--- config.mk ---
export PLATFORM = sky130hd
export DESIGN_NAME = fifo_v3_flat
export DESIGN_NICKNAME = d
export VERILOG_FILES = /design/src/rtl/fifo_v3_pkg.sv /design/src/rtl/fifo_v3_if.sv /design/src/rtl/fifo_v3.sv /design/src/flat_wrapper.sv
export SDC_FILE = /design/constraint.sdc
export NUM_CORES = 1
export LEC_CHECK = 0
export ABC_AREA = 0
export BUFFER_PORTS_ARGS = -buffer_cell sky130_fd_sc_hd__buf_2
export CORE_MARGIN = 2
export CORE_UTILIZATION = 48
export CTS_BUF_LIST = sky130_fd_sc_hd__clkbuf_4 sky130_fd_sc_hd__clkbuf_8 sky130_fd_sc_hd__clkbuf_16
export DETAILED_ROUTE_END_ITERATION = 16
export PLACE_DENSITY = 0.66
export SETUP_SLACK_MARGIN = 0.4
export SYNTH_ARGS = -nofsm -noshare
export SYNTH_HDL_FRONTEND = slang
export SYNTH_SLANG_ARGS = --single-unit
--- constraint.sdc ---
create_clock -name clk_i -period 7.4 [get_ports clk_i]
set_input_delay 0.37 -clock clk_i [delete_from_list [all_inputs] [get_ports clk_i]]
set_output_delay 0.37 -clock clk_i [all_outputs]
set_load 0.1 [all_outputs]
--- src/rtl/fifo_v3_pkg.sv ---
// rtl/fifo_v3_pkg.sv - shared sizing helper for the fifo_v3 slice
package fifo_v3_pkg;

    function automatic int addr_depth(input int depth);
        return (depth > 1) ? $clog2(depth) : 1;
    endfunction

endpackage

--- src/rtl/fifo_v3_if.sv ---
// rtl/fifo_v3_if.sv - fifo_v3 data/handshake/status bundle
interface fifo_v3_if import fifo_v3_pkg::*; #(
    parameter int  DEPTH = 8,
    parameter type dtype = logic [31:0]
) ();
    localparam int ADDR_DEPTH = addr_depth(DEPTH);

    logic                  flush_i;
    logic                  testmode_i;
    logic                  full_o;
    logic                  empty_o;
    logic [ADDR_DEPTH-1:0] usage_o;
    dtype                  data_i;
    logic                  push_i;
    dtype                  data_o;
    logic                  pop_i;

    modport slave (
        input  flush_i, testmode_i, data_i, push_i, pop_i,
        output full_o, empty_o, usage_o, data_o
    );

    modport master (
        output flush_i, testmode_i, data_i, push_i, pop_i,
        input  full_o, empty_o, usage_o, data_o
    );
endinterface

--- src/rtl/fifo_v3.sv ---
// rtl/fifo_v3.sv - in-order FIFO with optional fall-through and zero-depth pass-through
// Optional simulation assertions are enabled by defining FIFO_V3_ASSERT_EN.
module fifo_v3 import fifo_v3_pkg::*; #(
    parameter bit  FALL_THROUGH = 1'b0,
    parameter int  DATA_WIDTH   = 32,
    parameter int  DEPTH        = 8,
    parameter type dtype        = logic [DATA_WIDTH-1:0]
) (
    input  logic     clk_i,
    input  logic     rst_i,
    fifo_v3_if.slave bus
);
    localparam int ADDR_DEPTH = addr_depth(DEPTH);

    logic unused_testmode;
    assign unused_testmode = bus.testmode_i;

`ifdef FIFO_V3_ASSERT_EN
    if (DEPTH < 0 || $bits(dtype) == 0) begin : g_bad_cfg
        $fatal(1, "fifo_v3: DEPTH must be >= 0 and dtype must be non-empty");
    end
`else
`endif

    if (DEPTH == 0) begin : g_pass
        logic unused_pass;
        assign unused_pass  = ^{clk_i, rst_i, bus.flush_i};
        assign bus.data_o   = bus.data_i;
        assign bus.empty_o  = ~bus.push_i;
        assign bus.full_o   = ~bus.pop_i;
        assign bus.usage_o  = '0;
    end else begin : g_fifo
        localparam logic [ADDR_DEPTH:0]   FULL_CNT = (ADDR_DEPTH+1)'(DEPTH);
        localparam logic [ADDR_DEPTH-1:0] LAST_PTR = ADDR_DEPTH'(DEPTH - 1);

        dtype                  mem_q [DEPTH];
        logic [ADDR_DEPTH-1:0] read_ptr_q, read_ptr_d;
        logic [ADDR_DEPTH-1:0] write_ptr_q, write_ptr_d;
        logic [ADDR_DEPTH:0]   status_cnt_q, status_cnt_d;
        logic                  mem_we;
        logic                  full;
        logic                  empty;
        logic                  ft_active;
        logic                  do_push;
        logic                  do_pop;
        dtype                  data_out;

        // Explicit wrap so non-power-of-two depths cycle through 0..DEPTH-1.
        function automatic logic [ADDR_DEPTH-1:0] ptr_inc(input logic [ADDR_DEPTH-1:0] p);
            return (p == LAST_PTR) ? '0 : p + 1'b1;
        endfunction

        always_comb begin
            read_ptr_d   = read_ptr_q;
            write_ptr_d  = write_ptr_q;
            status_cnt_d = status_cnt_q;
            mem_we       = 1'b0;

            full      = (status_cnt_q == FULL_CNT);
            ft_active = FALL_THROUGH && (status_cnt_q == '0) && bus.push_i;
            empty     = (status_cnt_q == '0) && !ft_active;
            data_out  = ft_active ? bus.data_i : mem_q[read_ptr_q];

            // A bypassed push+pop on an empty fall-through FIFO touches no state.
            do_pop  = bus.pop_i && !empty && !ft_active;
            do_push = bus.push_i && (!full || do_pop) && !(ft_active && bus.pop_i);

            if (do_push) begin
                mem_we      = 1'b1;
                write_ptr_d = ptr_inc(write_ptr_q);
            end
            if (do_pop) begin
                read_ptr_d = ptr_inc(read_ptr_q);
            end
            if (do_push && !do_pop) begin
                status_cnt_d = status_cnt_q + 1'b1;
            end else if (do_pop && !do_push) begin
                status_cnt_d = status_cnt_q - 1'b1;
            end
        end

        always_ff @(posedge clk_i) begin
            if (rst_i) begin
                read_ptr_q   <= '0;
                write_ptr_q  <= '0;
                status_cnt_q <= '0;
                for (int i = 0; i < DEPTH; i++) begin
                    mem_q[i] <= '0;
                end
            end else if (bus.flush_i) begin
                read_ptr_q   <= '0;
                write_ptr_q  <= '0;
                status_cnt_q <= '0;
            end else begin
                read_ptr_q   <= read_ptr_d;
                write_ptr_q  <= write_ptr_d;
                status_cnt_q <= status_cnt_d;
                if (mem_we) begin
                    mem_q[write_ptr_q] <= bus.data_i;
                end
            end
        end

        assign bus.full_o  = full;
        assign bus.empty_o = empty;
        assign bus.usage_o = status_cnt_q[ADDR_DEPTH-1:0];
        assign bus.data_o  = data_out;

`ifdef FIFO_V3_ASSERT_EN
        push_while_full: assert property (@(posedge clk_i) disable iff (rst_i)
            !(bus.push_i && full && !bus.pop_i))
            else $error("fifo_v3: push while full");
        pop_while_empty: assert property (@(posedge clk_i) disable iff (rst_i)
            !(bus.pop_i && empty))
            else $error("fifo_v3: pop while empty");
`else
`endif
    end
endmodule

--- src/flat_wrapper.sv ---
// flat-port wrapper written by rule: the top's interface ports become plain ports
module fifo_v3_flat import fifo_v3_pkg::*;
#(
    parameter bit  FALL_THROUGH = 1'b0,
    parameter int  DATA_WIDTH   = 32,
    parameter int  DEPTH        = 8,
    parameter type dtype        = logic [DATA_WIDTH-1:0]
)
  (clk_i, rst_i, bus_flush_i, bus_testmode_i, bus_data_i, bus_push_i, bus_pop_i, bus_full_o, bus_empty_o, bus_usage_o, bus_data_o);
  fifo_v3_if #(.DEPTH(DEPTH), .dtype(dtype)) bus_i ();
  input  logic clk_i;
  input  logic rst_i;
  input wire logic [$bits(bus_i.flush_i)-1:0] bus_flush_i;
  input wire logic [$bits(bus_i.testmode_i)-1:0] bus_testmode_i;
  input wire logic [$bits(bus_i.data_i)-1:0] bus_data_i;
  input wire logic [$bits(bus_i.push_i)-1:0] bus_push_i;
  input wire logic [$bits(bus_i.pop_i)-1:0] bus_pop_i;
  output wire logic [$bits(bus_i.full_o)-1:0] bus_full_o;
  output wire logic [$bits(bus_i.empty_o)-1:0] bus_empty_o;
  output wire logic [$bits(bus_i.usage_o)-1:0] bus_usage_o;
  output wire logic [$bits(bus_i.data_o)-1:0] bus_data_o;
  assign bus_i.flush_i = bus_flush_i;
  assign bus_i.testmode_i = bus_testmode_i;
  assign bus_i.data_i = bus_data_i;
  assign bus_i.push_i = bus_push_i;
  assign bus_i.pop_i = bus_pop_i;
  assign bus_full_o = bus_i.full_o;
  assign bus_empty_o = bus_i.empty_o;
  assign bus_usage_o = bus_i.usage_o;
  assign bus_data_o = bus_i.data_o;
  fifo_v3 #(.FALL_THROUGH(FALL_THROUGH), .DATA_WIDTH(DATA_WIDTH), .DEPTH(DEPTH), .dtype(dtype)) u_core (.clk_i(clk_i), .rst_i(rst_i), .bus(bus_i));
endmodule
# After elaboration in Yosys (flattened, before gate mapping)
# Memories as Yosys holds them, arrays and structs flattened. A register that Yosys moved wholly into a read port is not among the register bits.
# Index checks and enable logic that the tools add are counted.
dict set report word_totals {
  memories 1
  output_inout_bits 37
  ramBits 256
  register_bits 10
}
dict set report op_classes {
  reduce_logical 13
  n_eq_ne 3
  addsub 4
  n_mux 16
}
# name words word_bits read_ports rd_clocked_by_memory_dff write_ports line
set memory_table {}
lappend memory_table {u_core.g_fifo.mem_q 8 32 1 1 8 fifo_v3.sv:36} ;# dtype mem_q [DEPTH];
# cell count
set ops {}
lappend ops {{$mux 32} 1}
lappend ops {{$reduce_or 32->1} 1}
lappend ops {{$mux 3} 5}
lappend ops {{$mux 1} 8}
lappend ops {{$mux 4} 2}
lappend ops {{$add 3x1->3 const B} 2}
lappend ops {{$eq 3x3->1 const B} 2}
lappend ops {{$add 4x1->4 const B} 1}
lappend ops {{$eq 4x4->1 const B} 1}
lappend ops {{$logic_and 1x1->1} 4}
lappend ops {{$logic_not 1->1} 4}
lappend ops {{$logic_not 4->1} 1}
lappend ops {{$sub 4x1->4 const B} 1}
lappend ops {{$reduce_bool 2->1} 1}
lappend ops {{$reduce_or 2->1} 1}
lappend ops {{$logic_or 1x1->1} 1}

# Longest topological paths before layout
# Gate-level depths: netlist (run 1).
dict set report logic_depth {
  ltp_word 12
  mapped_depth 11
  ltp_nobuf 10
}

# Worst setup path after synthesis (run 1)
# Ideal clock, no wire load.
dict set report synth_path {
  path_kind {flip-flop to flip-flop}
  start {reg u_core.g_fifo.status_cnt_q[0]}
  end {mem u_core.g_fifo.mem_q[0][0] (netlist name) (enable)}
  setup_ns 0.511
  required_time_ns 6.889
  path_slack_ns 2.665
  arrival_ns 4.225
  path_buffers 1
  stages_incl_launch_ff 5
  cell_sequence {dfxtp_1 -> or4b_4 -> o21ai_4 -> buf_6 -> o41ai_1}
}
# item line
set synth_lines {}
lappend synth_lines {{start, declared} fifo_v3.sv:39} ;# logic [ADDR_DEPTH:0] status_cnt_q, status_cnt_d;
lappend synth_lines {{start signal, assigned} fifo_v3.sv:97} ;# status_cnt_q <= status_cnt_d;
lappend synth_lines {{end, declared} fifo_v3.sv:36}

==> flow_metrics.tcl, run 1 <==
set metrics [dict create \
    rsz0062_at_grt "no" \
    grt_pass1_vias 6982 \
    multi_input_comb_area_um2 4020 \
    cts_post_setup_buffers_inserted 0 \
    grt_max_degree 65 \
    final_antenna_net_count 0 \
    dieWidth_um 163 \
    worst_pin_slew_ns 1.09 \
    dr.first_iter.drc_count 489 \
    p_leak_nw 5.12 \
    clk_pin_slew_ns 0.06 \
    use_met1_pct 25.9 \
    synthFlopType "edfxtp_1" \
    syn_inst 742 \
    clk_latency_ns 0.53 \
    yosys-top-cells-area "edfxtp_1 63%, and2_1 13%, mux4_2 12%" \
    period_share_pct 49.3 \
    worst_setup_path_end_kind "output port" \
    syn_area_per_cell_um2 16.3 \
    die_y_um 163 \
    nNetsFinal 862 \
    hold_end "u_core.g_fifo.mem_q[6][1]$_SDFFCE_PN0P_" \
    synth_edf_count 256 \
    cts_tree "yes" \
    regArea_um2 7950 \
    cts_max_path_buffers 3 \
    wl_per_cell_um 22.5 \
    rr_endpoint "u_core.g_fifo.status_cnt_q[3]$_SDFFE_PP0P_" \
    max_freq_mhz 274 \
    crit_type "reg -> out" \
    h-tree-depth 1 \
    grtUsageMet2_pct 36.9 \
    synth_top_area_share_pct 63.4 \
    postCtsHoldBufs 0 \
    r2r_setup_slack_ns 4.10 \
    worstSetupStartpointType "register" \
    vdd_drop_max_mv 0.198 \
    ctsResizeCount 0 \
    fillCellCount 2012 \
    layout_setup_ws_ns 3.75 \
    initial_core_util_pct 48.6 \
    io_buffers 73 \
    ys_ff_latch 269 \
    status "finished, final reports clean" \
    fin_util_pct 55.3 \
    max_slew_margin_pct 27.3 \
    gp_congestion 0.729 \
    layout_commonest_cell "edfxtp_1" \
    syn2layout_area_growth_pct 13.8 \
    whs_path_depth 2 \
    grt_pass1_wl_mm 40.0 \
    yosysTopAreaCell "edfxtp_1" \
    slew_violations 0 \
    yosysSeqAreaShare_pct 65.5 \
    layout-drive-gt1-share_pct 31.2 \
    finalHoldViolations 0 \
    crit_required_ns 7.03 \
    cp_max_fo 33 \
    fin_crit_ns 3.65 \
    yosysWarnings 0 \
    syn_area_um2 12100 \
    cp.depth 4 \
    slowest_stage "dfxtp_4" \
    holdWs_ns 0.184 \
    r2r_cells 10 \
    rr_startpoint "u_core.g_fifo.status_cnt_q[0]$_SDFFE_PP0P_" \
    vias_per_cell 5.59 \
    syn_nets 788 \
    ys_types 39 \
    grt.busiest_layer "met2" \
    cp_num_buf_inv 2 \
    hp-class "in -> reg" \
    dr.pass1.iters 4 \
    place_ws_ns 4.12 \
    slowest_delay_ns 0.79 \
    core_area_um2 25000 \
    antenna_found_initial 2 \
    arrival_ns 3.28 \
    grt.total_usage_pct 20.5 \
    clock-root-buffer "clkbuf_16" \
    rows 58 \
    post-dp-hpwl_mm 14.1 \
    die_area_um2 26600 \
    cap_viol_max_count 0 \
    powerDensity_nw_per_um2 254 \
    async_flop_share_pct 0 \
    critPathTopFamily "buffers and inverters" \
    clock_sinks 269 \
    cp_cell_sequence "buf_4 -> mux4_2 -> mux2_2 -> buf_2" \
    vias 6529 \
    boundaryPins 75 \
    worstHoldStart "bus_data_i[1]" \
    skew_ns 0.0102 \
    met3_usage_pct 3.11 \
    fin_tns_setup_ns 0 \
    drc 0 \
    numCtsBuffers 28 \
    setup_viol 0 \
    final_cell_mix "256 x edfxtp_1, 253 x and2_1, 73 x buf_2, 64 x mux4_2, 32 x mux2_2" \
    overflow 0 \
    totalWireLength_mm 26.3 \
]
## worst max-delay path by stage
stage	start	to
global placement	register	bus_data_o[3]
CTS	register	bus_data_o[3]
detailed placement	u_core.g_fifo.status_cnt_q[0]$_SDFFE_PP0P_	u_core.g_fifo.status_cnt_q[3]$_SDFFE_PP0P_
finish	register	bus_data_o[3]
floorplan	u_core.g_fifo.status_cnt_q[0]$_SDFFE_PP0P_	u_core.g_fifo.mem_q[0][0]$_SDFFCE_PN0P_
global route	register	bus_data_o[6]
## metrics by stage
stage / instances / area, um^2 / power [mW]
final: 1169 / 13800 / 3.50
after global routing: 1167 / 13800 / 3.61
after CTS: 1167 / 13800 / 3.53
after detailed placement: 1116 / 12900 / 2.19
after global placement: 1116 / 12900 / 2.18
after floorplan: 742 / 12100 / 2.10
## area by class of cell
cell class                 count  share of cell area [%]
sequential                   269                    57.6
multi-input combinational    420                    29.1
clock buffer                  32                    5.42
timing repair buffer          92                    3.68
tap                          330                    2.99
clock inverter                19                   0.997
inverter                       5                   0.136
antenna                        2                  0.0363
## sequential cells by signal, indices dropped and copies added (netlist names), named ones only
register / count
u_core.g_fifo.mem_q: 256
u_core.g_fifo.read_ptr_q: 3
u_core.g_fifo.status_cnt_q: 4
u_core.g_fifo.write_ptr_q: 3
## cells by family (layout without fill, tap and decap cells)
kind of cell	count (synthesis)	in the layout	share of synthesized area (%)
other	0	2	0
multiplexers	99	99	15.1
flip-flops	269	269	65.5
buffers and inverters	53	148	2.24
AO/OA/AOI/OAI	19	19	1.18
XOR/XNOR	2	2	0.144
AND/OR/NAND/NOR	292	292	14.9
adder cells (fa/ha/maj)	8	8	0.887
## cells in the mapped netlist, types with 2 or more instances
master / number
or2_2: 2
nor3_1: 7
nor2_1: 9
and2_2: 2
a21oi_1: 5
o21ai_0: 5
mux4_2: 64
buf_4: 3
nor3_4: 2
mux2_2: 32
clkbuf_1: 30
inv_1: 5
edfxtp_1: 256
nand3_1: 2
dfxtp_1: 13
mux2i_1: 3
o41ai_1: 4
nand2_1: 7
buf_2: 7
buf_6: 7
and2_1: 253
ha_1: 7
## report_power, final
| group | total, mW | internal, mW | switching, mW |
|---|---|---|---|
| registers | 1.75 | 1.72 | 0.0287 |
| clock network | 1.34 | 0.789 | 0.556 |
| logic | 0.402 | 0.110 | 0.292 |
## worst reg2reg max path, stage by stage (launching register included)
cell      delay (ns)
dfxtp_1         0.40
or4b_4          0.59
o21ai_4         0.55
inv_1           0.23
ha_1            0.27
inv_1           0.14
ha_1            0.29
a21oi_1         0.21
nand3_1         0.14
a211oi_1        0.29
a31o_2          0.14
## metal layers
| layer | up-vias | wire, um |
|---|---|---|
| met4 | 0 | 592 |
| met2 | 177 | 13700 |
| met1 | 3405 | 10600 |
| met3 | 44 | 1410 |
| met5 | - | 0 |
| li1 | 2903 | - |
No activity file was read; power rests on OpenSTA's default activity.
==> inputs of run 2 (changes only) <==
Settings changed: ABC_AREA 0 to 1, PLACE_DENSITY 0.66 to 0.69.
Clock period 7.4 ns to 3.3 ns, I/O delays scaled along.
==> flow_metrics.tcl, run 2 <==
set metrics [dict create \
    dieWidth_um 163 \
    syn2layout_area_growth_pct 12.8 \
    crit_required_ns 3.13 \
    worstSetupStartpointType "register" \
    die_area_um2 26400 \
    swShare_pct 29.0 \
    dr.pass1.iters 5 \
    top_layer "met4" \
    period_share_pct 81.7 \
    setup_viol 0 \
    worstHoldStart "rst_i" \
    p_int_mw 6.04 \
    final_cell_mix "374 x nor2_1, 256 x edfxtp_1, 135 x o21ai_0, 110 x nand2_1, 72 x buf_2" \
    yosysTopAreaCell "edfxtp_1" \
    max_slew_margin_pct 44.7 \
    p_seq_share_pct 46.2 \
    syn_area_per_cell_um2 10.5 \
    hold_end "u_core.g_fifo.status_cnt_q[0]$_SDFFE_PP0P_" \
    synth_edf_count 256 \
    fin_tns_setup_ns 0 \
    r2r_cells 7 \
    gp_congestion 0.763 \
    place_ws_ns 0.806 \
    clk_pin_slew_ns 0.06 \
    largest_register_ffs 256 \
    numCtsBuffers 28 \
    grt_pass1_vias 8538 \
    switching_power_mw 2.46 \
    grt_max_degree 129 \
    layout_setup_ws_ns 0.605 \
    cp_max_fo 48 \
    cts_max_path_buffers 3 \
    crit_type "reg -> out" \
    p_leak_nw 5.66 \
    h-tree-depth 1 \
    nNetsFinal 1250 \
    finalHoldViolations 0 \
    arrival_ns 2.53 \
    largest_register "u_core.g_fifo.mem_q" \
    route.met3.wl_mm 1.90 \
    worst_setup_path_end_kind "output port" \
    rows 58 \
    post-dp-hpwl_mm 16.1 \
    finalPower_mw 8.50 \
    dr.first_iter.drc_count 708 \
    fin_util_pct 54.5 \
    core_area_um2 25000 \
    overflow 0 \
    clk_latency_ns 0.54 \
    whs_path_depth 4 \
    drt-met1-wl_mm 11.9 \
    final_antenna_net_count 0 \
    wl_per_cell_um 18.6 \
    worst_pin_slew_ns 0.828 \
    fin_crit_ns 2.70 \
    synth_top_area_share_pct 63.7 \
    wl_met2_mm 14.4 \
    syn_area_um2 12100 \
    vias 8636 \
    reg_top3 "u_core.g_fifo.mem_q: 256 flops, u_core.g_fifo.status_cnt_q: 4 flops" \
    skew_ns 0.0171 \
    netlist_top_cells_count "374 x nor2_1, 256 x edfxtp_1, 135 x o21ai_0" \
    clock_sinks 269 \
    slew_violations 0 \
    combPwrFrac_pct 16.3 \
    io_buffers 73 \
    totalWireLength_mm 28.9 \
    ys_ff_latch 269 \
    layout-drive-gt1-share_pct 16.2 \
    vias_per_cell 5.55 \
    rr_startpoint "u_core.g_fifo.status_cnt_q[0]$_SDFFE_PP0P_" \
    yosysWarnings 0 \
    cts_tree "yes" \
    rsz0062_at_grt "no" \
    grt.total_usage_pct 21.9 \
    max_freq_mhz 371 \
    initial_core_util_pct 48.3 \
    rr_endpoint "u_core.g_fifo.mem_q[2][12]$_SDFFCE_PN0P_" \
    syn_nets 1195 \
    powerDensity_nw_per_um2 625 \
    hp-class "in -> reg" \
    synthFlopType "edfxtp_1" \
    grt_pass1_wl_mm 45.1 \
    layout_commonest_cell "nor2_1" \
    ys_types 26 \
    clock-root-buffer "clkbuf_16" \
    antenna_cells 0 \
    syn_inst 1149 \
    cap_viol_max_count 0 \
    vdd_drop_max_mv 0.392 \
    drc 0 \
    status "finished, final reports clean" \
    synth.most_common_cell "nor2_1" \
    die_y_um 163 \
    yosysSeqAreaShare_pct 65.9 \
    yosys-top-cells-area "edfxtp_1 64%, nor2_1 12%, o21ai_0 5.6%" \
    clkPwrFrac_pct 37.4 \
    antenna_found_initial 0 \
    async_flop_share_pct 0 \
    boundaryPins 75 \
    r2r_setup_slack_ns 0.80 \
]
run 2: power by group through the flow:
stage	logic (mW)	clock network, mW	registers (mW)
4_1_cts	1.40	3.22	3.93
2_1_floorplan	1.11	0	3.98
3_3_place_gp	1.37	0	4.00
6_report	1.39	3.18	3.93
5_1_grt	1.48	3.34	3.95
3_5_place_dp	1.39	0	4.00
run 2: worst max-delay path by stage:
stage	slack [ns]	end	start	depth (start not counted)
floorplan	0.99	u_core.g_fifo.mem_q[1][0]$_SDFFCE_PN0P_	u_core.g_fifo.status_cnt_q[0]$_SDFFE_PP0P_	7
global placement	0.85	u_core.g_fifo.mem_q[2][24]$_SDFFCE_PN0P_	u_core.g_fifo.status_cnt_q[0]$_SDFFE_PP0P_	7
detailed placement	0.81	bus_data_o[13]	register	7
CTS	0.47	bus_data_o[13]	register	7
global route	0.44	bus_data_o[7]	register	7
finish	0.60	bus_data_o[12]	register	7
run 2: layout make-up:
class / instances / area [um^2]
clock buffer: 38 / 831
clock inverter: 13 / 114
fill: 2207 / 11400
inverter: 50 / 190
multi-input combinational: 755 / 3460
sequential: 269 / 7960
tap: 330 / 413
timing repair buffer: 100 / 642
run 2: critical path: stages (launching register included):
cell and delay (ns):
dfxtp_4 0.52, inv_2 0.14, buf_6 0.35, o21ai_0 0.18, o22ai_1 0.15, nand2_1 0.07, nand2_1 0.12, buf_2 0.43
run 2: through the flow:
step,instances,hold WS (ns),instance area [um^2]
global route,1555,0.0342,13600
detailed placement,1502,0.482,12600
global placement,1502,0.478,12600
floorplan,1149,0.349,12100
CTS,1555,0.00638,13600
finish,1555,0.0222,13600
run 2: metal layers:
metal  vias up  track usage [%]
met1      4248             28.2
met3        54             2.57
met2       318             38.7
met5         -                0
met4         0             7.48
li1       4016                -
run 2: cells by family after synthesis:
kind of cell	count (synthesis)	synth area share, %
flops	269	65.9
simple gates	543	18.4
fa+ha+maj	8	0.892
compound gates	202	9.04
buf+inv	125	5.67
xor+xnor	2	0.145
run 2: what timing repair did:
item / 4_1_cts / 5_1_grt
hold buffers: 2 / 0
endpoints found under the setup margin: 26 / 5
gates resized for setup: 2 / 2
buffers inserted: 0 / 0
endpoints found under the hold margin: 9 / 0
